`src/rtl/cache_pkg.sv`:
```
// Shared cache geometry, refill FSM state encoding and line storage type.
package cache_pkg;

  localparam int LINE_WORDS  = 4;
  localparam int OFFSET_BITS = 4;
  localparam int SET_BITS    = 2;
  localparam int TAG_BITS    = 26;

  typedef enum logic [1:0] {
    IDLE  = 2'd0,
    REQ   = 2'd1,
    DRAIN = 2'd2,
    FILL  = 2'd3
  } refill_state_t;

  typedef logic [LINE_WORDS-1:0][31:0] line_t;

endpackage

```
`src/rtl/cache_refill_ctrl.sv`:
```
// Line refill controller: four pipelined word reads, assemble, one-cycle fill strobe.
// Optional macro CRITICAL_WORD_FIRST_EN starts the read burst at the missing word.
module cache_refill_ctrl
  import cache_pkg::*;
#(
  parameter int DATA_WIDTH = 32,
  parameter int ADDR_WIDTH = 32
) (
  input  logic                  clk,
  input  logic                  rst,
  input  logic                  miss_req,
  input  logic [ADDR_WIDTH-1:0] miss_addr,
  output logic                  stall,
  output logic                  busy,
  output logic                  mem_rd_en,
  output logic [ADDR_WIDTH-1:0] mem_addr,
  input  logic [DATA_WIDTH-1:0] mem_rdata,
  output logic                  fill_valid,
  output logic [ADDR_WIDTH-1:0] fill_addr,
  output logic [DATA_WIDTH-1:0] fill_d0,
  output logic [DATA_WIDTH-1:0] fill_d1,
  output logic [DATA_WIDTH-1:0] fill_d2,
  output logic [DATA_WIDTH-1:0] fill_d3
);

  refill_state_t state, state_nx;
  logic [ADDR_WIDTH-OFFSET_BITS-1:0] base_q, base_nx;
  logic [1:0] issue_cnt, issue_cnt_nx;
  logic [1:0] widx, widx_nx;
  logic [1:0] cap_idx;
  logic       cap_en;
  logic [1:0] start_idx;
  logic       rd_nx, fill_nx;
  logic [DATA_WIDTH-1:0] words [LINE_WORDS];
  logic unused_addr_bits;

  assign unused_addr_bits = ^miss_addr[OFFSET_BITS-1:0];

`ifdef CRITICAL_WORD_FIRST_EN
  assign start_idx = miss_addr[3:2];
`else
  assign start_idx = 2'd0;
`endif

  always_comb begin
    state_nx     = state;
    base_nx      = base_q;
    issue_cnt_nx = issue_cnt;
    widx_nx      = widx;
    case (state)
      IDLE: begin
        if (miss_req) begin
          state_nx     = REQ;
          base_nx      = miss_addr[ADDR_WIDTH-1:OFFSET_BITS];
          issue_cnt_nx = 2'd0;
          widx_nx      = start_idx;
        end
      end
      REQ: begin
        // 2-bit word index wraps inside the line, so no carry into the base
        issue_cnt_nx = issue_cnt + 2'd1;
        widx_nx      = widx + 2'd1;
        if (issue_cnt == 2'd3) state_nx = DRAIN;
      end
      DRAIN:   state_nx = FILL;
      FILL:    state_nx = IDLE;
      default: state_nx = IDLE;
    endcase
    rd_nx   = (state_nx == REQ);
    fill_nx = (state_nx == FILL);
  end

  always_ff @(posedge clk) begin
    if (rst) begin
      state      <= IDLE;
      base_q     <= '0;
      issue_cnt  <= 2'd0;
      widx       <= 2'd0;
      cap_idx    <= 2'd0;
      cap_en     <= 1'b0;
      mem_rd_en  <= 1'b0;
      mem_addr   <= '0;
      fill_valid <= 1'b0;
      fill_addr  <= '0;
      for (int i = 0; i < LINE_WORDS; i++) words[i] <= '0;
    end else begin
      state      <= state_nx;
      base_q     <= base_nx;
      issue_cnt  <= issue_cnt_nx;
      widx       <= widx_nx;
      mem_rd_en  <= rd_nx;
      if (rd_nx) mem_addr <= {base_nx, widx_nx, 2'b00};
      // Read data returns one cycle later; remember which slot it belongs to
      cap_en     <= mem_rd_en;
      cap_idx    <= widx;
      if (cap_en) words[cap_idx] <= mem_rdata;
      fill_valid <= fill_nx;
      if (fill_nx) fill_addr <= {base_q, {OFFSET_BITS{1'b0}}};
    end
  end

  assign busy    = (state != IDLE);
  assign stall   = miss_req | busy;
  assign fill_d0 = words[0];
  assign fill_d1 = words[1];
  assign fill_d2 = words[2];
  assign fill_d3 = words[3];

endmodule

```
`config.mk`:
```
export PLATFORM = sky130hd
export DESIGN_NAME = cache_refill_ctrl
export DESIGN_NICKNAME = d
export VERILOG_FILES = /design/src/rtl/cache_pkg.sv /design/src/rtl/cache_refill_ctrl.sv
export SDC_FILE = /design/constraint.sdc
export NUM_CORES = 1
export LEC_CHECK = 0
export ABC_CLOCK_PERIOD_IN_PS = 5650
export CELL_PAD_IN_SITES_DETAIL_PLACEMENT = 0
export CELL_PAD_IN_SITES_GLOBAL_PLACEMENT = 2
export CORE_UTILIZATION = 32
export CTS_CLUSTER_SIZE = 14
export DETAILED_ROUTE_END_ITERATION = 16
export PLACE_DENSITY = 0.87
export SYNTH_ARGS = -nofsm -noshare
export SYNTH_HDL_FRONTEND = slang
export SYNTH_SLANG_ARGS = --single-unit
```
`constraint.sdc`:
```
create_clock -name clk -period 5.65 [get_ports clk]
set_clock_uncertainty 0.2 [all_clocks]
set_input_delay 0.8475 -clock clk [delete_from_list [all_inputs] [get_ports clk]]
set_output_delay 0.8475 -clock clk [all_outputs]
set_load 0.01 [all_outputs]
```
* Yosys cells after proc, flatten, opt, wreduce, memory -nomap -nowiden
Memories as Yosys holds them, arrays and structs flattened. Index checks and enable logic that the tools add are counted.
Word-level totals: register bits after elaboration 97, memories kept 1, memory bits (writable) 128, input bits 67
Operators by class: muxes and demuxes 17, equality and inequality tests 7, $add $sub $neg 2, bitwise logic cells 1, reduce and logical (&&, ||, !) cells 5
Memory list:
- words | depth 4, bits a word 32, read ports 4, clocked after memory_dff 0, wr ports 4, RTL line cache_refill_ctrl.sv:34 | logic [DATA_WIDTH-1:0] words [LINE_WORDS];
Operator list (count):
- 28-bit two-way mux | 2
- 32-bit two-way mux | 1
- 32-bit OR reduction | 1
- 2-bit two-way mux | 5
- 2-bit equality test (second input constant) | 4
- 2-bit one-hot mux with 2 select lines | 2
- 2-bit one-hot mux with 4 select lines | 1
- 1-bit two-way mux | 6
- 2-bit by 1-bit adder with 2-bit output (second input constant) | 2
- 2-bit by 1-bit equality test with 1-bit output (second input constant) | 2
- 2-bit nonzero test | 2
- 2-bit logical NOT | 1
- 2-bit inequality test (second input constant) | 1
- 2-bit AND reduction | 1
- 1-bit OR | 1

* Depth between registers and ports, before layout
Gate-level depths: netlist of run 1.
depth in word-level cells 5, gate-level depth with buffers 7

* Worst setup path after synthesis of run 1
No wires, ideal clock.
kind input -> register, start input port rst, end memory words[0][0], enable pin, library setup time 375 ps, buffers on the path 0, arrival time 1834 ps, setup slack 3242 ps, stages on the path 3, cell sequence and2b_2 > nor3b_4 > or2_2
RTL lines:
- from (decl) | RTL line cache_refill_ctrl.sv:10 | input logic rst,
- to (decl) | RTL line cache_refill_ctrl.sv:34

* Worst setup path in the final report of run 1
start input port miss_req, end output port stall
On the way: longest elaborated chain between the ends 1
Ends and longest elaborated chain:
- from (decl) | RTL line cache_refill_ctrl.sv:11 | input logic miss_req,
- 1-bit OR | RTL line cache_refill_ctrl.sv:103 | assign stall = miss_req | busy;
- to (decl) | RTL line cache_refill_ctrl.sv:13 | output logic stall,
Every way passes these cells.

==> results of run 1 <==
## stage by stage
stage | instance area, sq um | hold WS, ns | std cells
6_report | 12300 | 0.253 | 1339
5_1_grt | 12300 | 0.271 | 1339
4_1_cts | 12300 | 0.256 | 1339
3_5_place_dp | 11400 | 0.248 | 1293
3_3_place_gp | 11400 | 0.243 | 1293
2_1_floorplan | 8750 | 0.245 | 747
## power by group through the flow
stage | logic [mW] | registers (mW) | clock network, mW
finish | 0.420 | 1.85 | 1.65
global route | 0.453 | 1.86 | 1.75
floorplan | 0.171 | 1.91 | 0
CTS | 0.425 | 1.85 | 1.70
global placement | 0.421 | 1.88 | 0
detailed placement | 0.423 | 1.89 | 0
## cell usage after synthesis, drive strengths merged, types with 2 or more instances
cell     count
a2bb2oi     28
and2       130
dfxtp       97
clkbuf      23
edfxtp     128
buf         34
nor3b        2
inv          2
o22ai       29
nand2      114
nor2        68
a31o         2
nand2b       6
or2          2
a21oi       62
nor2b        5
## layout make-up
class,count,area (sq um)
repair buffers,262,2590
multi-input cells,463,2610
clock buffers,28,637
fillers,2510,14600
flip-flops and latches,225,5790
well taps,341,427
inverters,2,7.51
clock inverters,18,198
## layer usage
| layer | up-vias | wire [microns] | share of wire [%] |
|---|---|---|---|
| met5 | - | 0 | 0 |
| met2 | 252 | 10800 | 45 |
| met3 | 28 | 2560 | 11 |
| li1 | 2991 | - | - |
| met1 | 2968 | 10500 | 43 |
| met4 | 0 | 385 | 1.6 |
## path summary, 6_finish.rpt
kind,startpoint,to,slack (ns),depth (start not counted)
setup / recovery,miss_req,stall,2.34,3
hold / removal,fill_addr[26],fill_addr[26],0.25,2
setup reg to reg,cap_en,words[1][27],2.66,4
hold reg to reg,fill_addr[26],fill_addr[26],0.25,2
## registers in the layout (all words and copies together) (netlist names)
register and count:
base_q 28, cap_en 1, cap_idx 2, fill_addr 28, fill_valid 1, issue_cnt 2, mem_addr 30, mem_rd_en 1
state 2, widx 2, words 128
## worst max-delay path, stage by stage
cell	delay, ns
clkdlybuf4s50_1	0.54
or3_1	0.38
clkdlybuf4s50_1	0.49
## cell families (layout without fill, tap and decap cells)
group / Yosys count / in the layout
other: 1 / 6
and+or+nand+nor: 331 / 331
buffers and inverters: 59 / 310
DFF: 225 / 225
AOI/OAI and AO/OA: 125 / 125
adders and majority gates: 1 / 1
==> impl.org, run 1 <==
** Global routing
- Busiest metal layer after global routing :: met2
- Pin count of the biggest net entering global routing :: 80
- Wire length of the first global-routing pass :: 36.9 mm
- Global routing consumed, over all layers together, 16.9% of the routing resources.
- Met3 track demand over resource in global routing :: 6.52%
- Number of global-route vias before repair :: 6182
- The number of antenna violations at the first check in global routing came to 1.
- Global routing consumed, on the met2 layer, 27.9% of the routing resources.
- Global routing finished with a remaining overflow of 0.
- For met1 alone, demand over resource in global routing was 20.9%.

** Clock tree
- Buffers inserted during clock tree synthesis total 25.
- Post-CTS Repair Setup Buffers :: 0
- Maximum count of clock buffers along a single path :: 3
- The tree is rooted in a clkbuf_16.
- The number of hold buffers added after CTS was 0.
- Post-cts sizing count :: 0
- Clock tree synthesis found a total of 225 sinks.
- CTS tree :: built
- Clock latency on the worst-skew pair, taken at its later pin, is 0.52 ns.
- CTS built an H-tree with a depth of 1.
- Clock input transition at the sequential cells of the worst setup and hold paths :: 0.06 ns

** Setup path
- The worst setup path is launched from a primary input.
- Along the worst path, the maximum fanout reaches 6.
- Data on the critical path is required at its endpoint by 4.60 ns.
- Critical path start-end classification :: in2out
- Critical Path Sink Type :: output pin
- Data arrives at the worst endpoint at 2.26 ns.

** Timing
- In this run the tightest slew margin relative to its limit is 28.0%.
- Final slew viol count :: 0
- Max frequency :: 302 MHz
- The final critical path takes up 58.6% of the cycle.
- The worst path in the final design needs a cycle of 3.31 ns, including I/O delays and setup.
- Setup repair after global routing left no endpoint under its margin.
- Hold violation count in the final report :: 0
- At the pin with the least slew margin, the transition time is 1.08 ns.
- Setup violations remaining at the end of the flow were counted as 0.
- Setup TNS :: 0 ns
- In the post-route analysis, the smallest setup slack over all paths is 2.34 ns.

** Layout
- Most common library cell in the layout ignoring fill and taps :: clkdlybuf4s50_1
- Final layout net count :: 1047
- In the layout the commonest cells are 251 x clkdlybuf4s50_1, 130 x and2_1, 128 x edfxtp_1.
- Relative to the synthesized area, the layout overhead comes to 40.5%.
- Antenna diode count :: 0
- Util after Layout :: 45.6%
- In the final layout, the share of cells above drive strength 1 is 8.42%.

** Routing
- WL/cell :: 18.1 microns
- Across all layers, the routed design uses 6239 vias.
- DRC violation total after the first TritonRoute iteration :: 336
- Summed over all layers, the routed wires come to 24.3 mm.
- The pre-antenna-repair detailed-routing pass consisted of 5 iterations.
- Remaining design rule violation count :: 0
- Using the TritonRoute via totals, the vias-per-cell ratio works out to 4.66.
- The count of nets left with antenna violations once routing finished came out at 0.

** Power and ir drop
- For this design the ratio of total power to cell area is 320 nW/um^2.
- Lkg Pwr :: 4.42 nW
- Combinational share of power :: 10.7%
- Final Total Pwr :: 3.93 mW
- Cell internal power was estimated by the tool at 3.02 mW.
- Clock power share :: 42.2%
- The analysis attributes to net switching a power of 0.907 mW.
- VDD sags by at most 0.217 mV.
- Registers are responsible for 47.1% of the overall power.
- Switching share of power :: 23.1%

** Placed design
- Placer congestion estimate :: 0.793
- Prior to clock tree synthesis, the placed netlist has a worst setup slack of 1.78 ns.
- Detailed Place HPWL :: 15.1 mm
- During placement, the flow inserted port buffers numbering 252.

** Job
- Number of violations of the max-capacitance limit :: 0

** Logic synthesis
- Number of synthesized flops with an enable pin :: 128
- Portion of netlist area occupied by mux cells :: 0%
- Gate Count Post-Synth :: 742
- Combinational family with the most area after synthesis :: simple AND/OR/NAND/NOR gates
- For this run, asynchronously set or reset flops after synthesis account for 0%.
- Summing the sequential cell areas from Yosys gives 66.3% of the chip area.
- The average instance in the mapped netlist occupies 11.8 sq um.
- Top-area cell type share of the netlist area :: 44.0%
- Share of the synthesized area in compound gates (AO/OA/AOI/OAI) :: 10.5%
- After Yosys synthesis, and, or, nand and nor cells account for 19.0% of the synthesized area.
- Post-Synth XOR/XNOR Area :: 0%
- Cell type with the highest aggregate area in the netlist :: edfxtp_1
- The cell area that synthesis handed to floorplanning was 8730 sq um.
- Yosys Warn Count :: 0
- Yosys reg bits :: 225
- The most used flip-flop cell after synthesis is edfxtp_1.
- Summing the areas of all fa, ha and maj instances in the mapped netlist gives 0.143% of the synthesized area.
- Yosys attributes the largest share of cell area to edfxtp_1 44%, dfxtp_1 22%, and2_1 9.3%.
- Post-synth cell types :: 37

** Outcome
- The flow ran to the end, and the final reports show no timing, DRC or antenna violations.

** Floorplan
- 263 I/O pins were placed.
- Placeable core region :: 26900 sq um
- Row count :: 60
- The floorplan step defined a die boundary enclosing 27900 sq um.
- The die is 167 microns wide.
- Die extent in y :: 167 microns
- The initial utilization of the core area, before any placement, comes to 32.5%.

** Hold path
- Class of the worst hold path :: reg2reg
Note: power is estimated with default switching activity, not from simulation.
==> run 2: changes to the inputs <==
Settings changed: ABC_CLOCK_PERIOD_IN_PS 5650 to 3100, CORE_UTILIZATION 32 to 30, PLACE_DENSITY 0.87 to 0.82.
Clock period 5.65 ns to 3.1 ns, I/O delays scaled along.
==> run 2 against run 1 <==
Clock-buffer cell count up 4. Via count grew 0.22%. First-iteration DRC count shrank 10%. Combinational power is 85% higher. Sequential power grew 83%. Global-route usage down 0.69 points. Flip-flop and latch count unchanged. Register-to-register slack worse by 1.8 ns. Critical path depth decreased by 1. Non-clock buffer count up 8. Total power increased by 81%.
==> impl.org, run 2 (synthesis gave the netlist of run 1 again) <==
** Global routing
- Number of global-route vias before repair :: 6322
- Combined global-route utilization of all metal layers :: 16.2%
- Wire length of the first global-routing pass :: 38.1 mm
- Pin count of the biggest net entering global routing :: 97
- Antenna violations before repair :: 1
- Grt ovf :: 0

** Layout
- The library cell used most frequently in the layout, excluding fill and tap cells, is clkdlybuf4s50_1.
- Cells with a size suffix above 1 make up 9.34% of the layout.
- The number of antenna diodes in the final layout is 0.
- For this run, the post-layout net count is 1056.
- Fillers :: 2673
- In the layout the commonest cells are 251 x clkdlybuf4s50_1, 130 x and2_1, 128 x edfxtp_1.
- Flip-flop count of the largest register, all copies and words added :: 128
- Largest registers :: words x128, mem_addr x30
- Relative to the synthesized area, the layout overhead comes to 41.9%.
- Util after Layout :: 43.3%
- Post-route standard cell area excluding fillers :: 12400 sq um
- The register with the most flip-flops in the final layout is words.

** Clock tree
- CTS tree :: built
- The tree built by TritonCTS fans out to 225 sinks.
- The number of gates resized after CTS was 0.
- Counting the buffers created by CTS gives 26.
- At the later pin of the worst-skew pair, clock insertion delay measures 0.53 ns.
- In this run the number of H-tree levels came out at 1.
- CTS Hold Buffers Added :: 0
- In this run the post-CTS setup repair buffer count came out at 0.
- Root Buffer Master :: clkbuf_16
- Clock input transition at the sequential cells of the worst setup and hold paths :: 0.06 ns
- Maximum count of clock buffers along a single path :: 3

** Floorplan
- After floorplanning, the core was sized to cover 28600 sq um.
- 263 I/O pins were placed.
- Die outline area :: 29800 sq um
- Starting density of the core :: 30.5%
- Row count :: 62
- The die is 173 microns wide.
- Die extent in y :: 173 microns

** Placed design
- Setup slack after placement :: 0.531 ns
- Detailed Place HPWL :: 15.6 mm
- Number of buffer cells added on primary ports :: 252
- Total cell area at the placement stage :: 11600 sq um
- Routability-driven placement finished with a final weighted congestion of 0.768.

** Timing
- The total count of max-transition violations in the final report is 0.
- Unrepaired setup endpoints after global routing :: false
- Setup violators final :: 0
- Post-Route Hold Slack :: 0.239 ns
- Hold violation count in the final report :: 0
- Minimum setup slack in the final design :: 0.500 ns
- Final cycle utilization of the critical path :: 83.9%
- Worst slew margin relative to its limit :: 26.8%
- Max frequency :: 385 MHz
- Slew of the pin with the lowest slew margin :: 1.10 ns
- Setup TNS :: 0 ns
- Counting I/O delays and the setup requirement, the final critical path takes 2.60 ns.

** Power and ir drop
- Maximum vdd drop :: 0.363 mV
- Lkg Pwr :: 4.48 nW
- Power density normalized to cell area :: 574 nW/um^2

** Outcome
- Status :: complete, no violations

** Routing
- After the first detailed-routing iteration, the DRC count stood at 302.
- The first TritonRoute pass finished after 4 iterations.
- For this block, the routed nets add up to 24.4 mm of wire.
- In the routed design, unresolved DRC markers number 0.
- Dividing the detail-routed via count by the number of cells gives 4.50.
- Number of vias after detailed routing :: 6253
- Antenna violation net count after detailed routing :: 0
- WL/cell :: 17.6 microns

** Setup path
- At the worst endpoint, the arrival time is 1.94 ns.
- Critical Path Sink Type :: output pin
- The critical path is of the reg2out type.
- The worst setup path is launched from a register.
- Required time worst endpoint :: 2.43 ns
- Critical path peak fanout :: 23

** Hold path
- The tightest min-delay check is of the reg2reg type.

** Job
- Max-cap violations in this run came to 0.
## run 2: cell types whose count changed in the layout (fill, tap and decap cells not counted), sizes merged
cell / previous run / this run
buf: 11 / 19
clkbuf: 28 / 32
clkinvlp: 5 / 1
clkinv: 8 / 11
bufinv: 4 / 2
inv: 3 / 2
## run 2: final cells by class
type,count,area [sq um],area share (%)
clock buffer,32,683,5.52
clock inverter,14,139,1.12
inverter,2,7.51,0.0606
multi-input combinational,463,2610,21.1
sequential,225,5790,46.7
tap,384,480,3.88
timing repair buffer,270,2680,21.6
## run 2: layer usage
layer	wire [microns]	part of all wire, %	global-route usage, %	up-vias
li1	-	-	-	3019
met5	17	0.070	0	-
met3	2410	9.9	6.31	31
met4	354	1.5	2.72	2
met1	10700	44	20.6	2946
met2	10900	45	26.4	255
## run 2: worst paths after layout
path | from | to | slack [ns] | depth (start not counted)
max | state[0] | stall | 0.50 | 2
min | mem_rd_en | cap_en | 0.24 | 1
max reg2reg | cap_en | words[0][26] | 0.91 | 5
min reg2reg | mem_rd_en | cap_en | 0.24 | 1
## run 2: through the flow
step	total power [mW]	instances
2_1_floorplan	3.79	747
3_3_place_gp	4.22	1344
3_5_place_dp	4.23	1344
4_1_cts	7.21	1390
5_1_grt	7.39	1390
6_report	7.11	1390
## run 2: critical path, stage by stage, from the launching register on
cell,delay (ns)
dfxtp_2,0.68
or3_1,0.19
clkdlybuf4s50_1,0.54
## run 2: report_power, final
group / internal, mW / total (mW) / switching, mW
Combinational: 0.402 / 0.778 / 0.377
Sequential: 3.30 / 3.38 / 0.0764
Clock: 1.73 / 2.96 / 1.22
